## src/rtl/exp2_pkg.sv

```systemverilog
// Shared definitions for the power-of-two generator.
//   POW_W   : exponent width
//   NUM_W   : result width (2**POW_W), one-hot result
//   state_t : handshake/shift controller states
package exp2_pkg;

    localparam int POW_W = 3;
    localparam int NUM_W = 1 << POW_W;

    typedef enum logic [1:0] {
        IDLE  = 2'd0,
        SHIFT = 2'd1,
        DONE  = 2'd2
    } state_t;

endpackage

```

## src/rtl/exp2_gen.sv

```systemverilog
// exp2_gen: computes 2**n as a one-hot word by shifting a single set bit
// left n times, one position per clock. Inverse of the power-of-two to
// exponent encoder: out_number encodes back to out_pow.
//
// Ports
//   clk        : clock, all state updates on the rising edge
//   rst_n      : asynchronous active-low reset
//   in_valid   : exponent offered
//   in_pow     : exponent n
//   in_ready   : block is idle and can accept an exponent
//   out_valid  : result available
//   out_number : result 2**n (one-hot)
//   out_pow    : exponent captured at accept
//   out_ready  : consumer accepts the result
module exp2_gen #(
    parameter int POW_W = 3,
    parameter int NUM_W = 2 ** POW_W
) (
    input  logic             clk,
    input  logic             rst_n,
    input  logic             in_valid,
    input  logic [POW_W-1:0] in_pow,
    output logic             in_ready,
    output logic             out_valid,
    output logic [NUM_W-1:0] out_number,
    output logic [POW_W-1:0] out_pow,
    input  logic             out_ready
);

    import exp2_pkg::*;

    state_t           state;
    logic [NUM_W-1:0] acc;
    logic [POW_W-1:0] cnt;
    logic [POW_W-1:0] pow_q;

    always_ff @(posedge clk or negedge rst_n) begin
        if (!rst_n) begin
            state <= IDLE;
            acc   <= '0;
            cnt   <= '0;
            pow_q <= '0;
        end else begin
            case (state)
                IDLE: begin
                    // in_ready is the IDLE decode, so in_valid alone is the handshake here
                    if (in_valid) begin
                        acc   <= NUM_W'(1);
                        cnt   <= in_pow;
                        pow_q <= in_pow;
                        state <= (in_pow == '0) ? DONE : SHIFT;
                    end
                end
                SHIFT: begin
                    acc <= acc << 1;
                    cnt <= cnt - 1'b1;
                    // last shift happens on this edge when one step remains
                    if (cnt == POW_W'(1)) begin
                        state <= DONE;
                    end
                end
                DONE: begin
                    if (out_ready) begin
                        state <= IDLE;
                    end
                end
                default: state <= IDLE;
            endcase
        end
    end

    assign in_ready   = (state == IDLE);
    assign out_valid  = (state == DONE);
    assign out_number = acc;
    assign out_pow    = pow_q;

endmodule

```

## config.mk

```make
export PLATFORM = sky130hd
export DESIGN_NAME = exp2_gen
export DESIGN_NICKNAME = d
export VERILOG_FILES = /design/src/rtl/exp2_pkg.sv /design/src/rtl/exp2_gen.sv
export SDC_FILE = /design/constraint.sdc
export NUM_CORES = 1
export LEC_CHECK = 0
export ABC_CLOCK_PERIOD_IN_PS = 1980
export BUFFER_PORTS_ARGS = -buffer_cell sky130_fd_sc_hd__buf_2
export CAP_MARGIN = 20
export CORE_UTILIZATION = 49
export DETAILED_ROUTE_END_ITERATION = 8
export GPL_TIMING_DRIVEN = 0
export PLACE_DENSITY_LB_ADDON = 0.3
export SETUP_SLACK_MARGIN = 0.4
export SYNTH_ARGS = -nofsm -noshare
export SYNTH_HDL_FRONTEND = slang
export SYNTH_SLANG_ARGS = --single-unit
```

## constraint.sdc

```tcl
create_clock -name clk -period 1.98 [get_ports clk]
set_clock_uncertainty 0.2 [all_clocks]
set_input_delay 0.198 -clock clk [delete_from_list [all_inputs] [get_ports clk]]
set_output_delay 0.198 -clock clk [all_outputs]
set_load 0.01 [all_outputs]
```

==> impl_metrics.ini <==
[status]
status = complete, no violations

[pwr]
power.net_switching_uw = 553
powerDensity_nw_per_um2 = 1550
vdd_drop_max_uv = 852
intPower_uw = 924
p_comb_share_pct = 45.0
swShare_pct = 37.4
seq_power_share_pct = 40.2
p_leak_nw = 0.483
clockPowerShare_pct = 14.8

[worst_setup_path]
start_kind = register
cp.arrival_ns = 1.13
rr_startpoint = state[1]$_DFFE_PN0P_
critical_path_class = register to output pin
endpoint = in_ready
startpoint = state[0]$_DFFE_PN0P_
worstPathMaxFanout = 10
r2r_end = out_pow[1]$_DFFE_PN0P_
rrSetupSlack_ns = 0.51
ff2ff_path_depth = 3
required_ns = 1.58
cp-end-kind = output pin

[layout]
area.growth.synth_to_final_pct = 27.2
finish.utilization_pct = 69.8
drive_gt1_share_pct = 35.9
antenna_cells = 0
nets = 102

[hold_path]
hold_path_class = input port to register

[cts]
worst_skew_pair.late_latency_ns = 0.29
cts_sinks = 16
clkTransAtPathRegs_ns = 0.10
cts_tree = yes
root_buffer = clkbuf_4
cts_max_level = 1
post_cts_buffers = 0
cts_max_path_buffers = 2
cts_buffers = 3

[floorplan]
core-area_um2 = 1370
die_h_um = 41.1
die_w_um = 41.1
initial_utilization_pct = 54.9
io_pins = 20
rows = 13
die_area_um2 = 1690

[place]
post-dp-hpwl_um = 939
port-buffer-count = 19
place.gp.congestion = 0.794

[sta]
setup_violations = 0
hold_viol_final = 0
max_freq_ghz = 0.653
slew_viol_final = 0
tightest_slew_ns = 0.354
finalCritPeriodShare_pct = 77.3
fin_crit_ns = 1.53
slew_headroom_pct = 76.4
setup-tns-final_ns = 0
rsz0062_at_grt = yes

[detailed_routing]
num_vias = 572
via_per_inst = 5.35
ant_nets = 0
wl_per_cell_um = 12.8
dr.pass1.iters = 4
drtIter0Drc = 17
drc = 0
drt-total-wl_um = 1370

[logic_synthesis]
ys_top_cells_by_area = dfrtp_1 53%, a22o_1 8.2%, mux2_2 4.5%
ys_warn_count = 0
synth_cell_type_count = 20
syn_area_per_cell_um2 = 11.7
synth-simple-area-share_pct = 12.0
ys_ff_latch = 16
synth_xor_area_share_pct = 0
synthCells = 64
synth-compound-area-share_pct = 19.2
yosysTopAreaCell = dfrtp_1
synthAdderAreaFrac_pct = 3.34
yosys-mux-area-fraction_pct = 4.51
synth_top_family_by_area = compound AO/OA/AOI/OAI gates
netlist.area_leader.share_pct = 53.4
yosysSeqAreaShare_pct = 53.4
synthesis.area_um2 = 749
synth_nets = 73

[global_route]
track_usage_pct = 17.4
grt_pass1_vias = 423
grt_pass1_wl_um = 1840
antenna_found_initial = 0
globalRouteOverflowTotal = 0
grt_max_degree = 17

[job]
cap_violations = 0
layout by cell type, fill, tap and decap left out, types with 2 or more instances in the layout:
cell,count
buf_2,19
dfrtp_1,15
inv_1,7
a22o_1,7
a21oi_1,5
dlygate4sd3_1,5
nor2_1,4
mux2_2,3
nor3b_1,3
o22a_1,3
clkbuf_4,3
buf_6,2
nand2_1,2
ha_1,2
cells by family (layout without fill, tap and decap cells):
logic type / after synthesis / in the layout
AO/OA/AOI/OAI: 19 / 19
flip-flops: 16 / 16
AND/OR/NAND/NOR: 14 / 14
buffers and inverters: 10 / 38
multiplexers: 3 / 3
adder cells (fa/ha/maj): 2 / 2
sequential cells by signal (all words and copies together) (netlist names):
signal      count
out_number      8
cnt             3
out_pow         3
state           2
per-layer routing:
layer,routed length (um),track usage (%)
met3,61,5.43
met1,710,22.6
met2,586,27.7
met4,14,4.84
met5,0,0
layout make-up:
cell class | instances | area, um^2
Sequential cell | 16 | 402
Clock buffer | 4 | 36.3
Multi-Input combinational cell | 38 | 295
Inverter | 7 | 26.3
Fill cell | 109 | 413
Buffer | 3 | 30.0
Timing Repair Buffer | 24 | 145
Tap cell | 15 | 18.8
critical path, stage by stage, from the launching register on:
cell     delay [ns]
dfrtp_2        0.48
buf_6          0.16
nor2_1         0.07
buf_2          0.13
synth_stat cells:
library cell	count
nor3b_4	1
inv_1	7
o21ai_0	1
mux2_2	3
nor3_1	1
nor2_1	4
a31oi_1	1
dfrtp_1	16
ha_1	2
nor3b_1	3
buf_6	2
a22o_1	7
or3b_1	1
a21oi_1	5
nor2b_1	2
o21bai_2	1
a32oi_1	1
o22a_1	3
nand2_1	2
buf_4	1
power groups by stage:
stage                     Sequential (mW)  Combinational [mW]  Clock, mW
after floorplan                     0.626               0.417          0
after global placement              0.589               0.642          0
after detailed placement            0.594               0.655          0
after CTS                           0.589               0.665      0.221
after global routing                0.611               0.742      0.233
final                               0.595               0.665      0.218
per-stage QoR:
stage                     area, um^2  setup slack, ns  hold slack, ns  std cells  power, mW
after floorplan                  749            0.571          -0.298         64       1.04
after global placement           863            0.518         -0.0727         98       1.23
after detailed placement         863            0.510         -0.0743         98       1.25
after CTS                        950            0.418          0.0452        107       1.48
after global routing             953            0.376          0.0861        107       1.59
final                            953            0.450          0.0511        107       1.48
how the worst min path moves through the flow:
stage | startpoint | endpoint | slack, ns | depth (start not counted)
after floorplan | rst_n | cnt[0]$_DFFE_PN0P_ | -0.30 | 0
after global placement | rst_n | state[0]$_DFFE_PN0P_ | -0.07 | 1
after detailed placement | rst_n | state[0]$_DFFE_PN0P_ | -0.07 | 1
after CTS | in_valid | out_number[0]$_DFFE_PN0P_ | 0.05 | 3
after global routing | in_valid | out_number[0]$_DFFE_PN0P_ | 0.09 | 3
final | in_valid | out_number[0]$_DFFE_PN0P_ | 0.05 | 3
repair_timing:
action / 4_1_cts / 5_1_grt
setup endpoints to repair: 0 / 2
gates resized for setup: 0 / 2
hold buffers: 5 / 0
endpoints found under the hold margin: 20 / 0
Power figures use the tool's default switching activity.
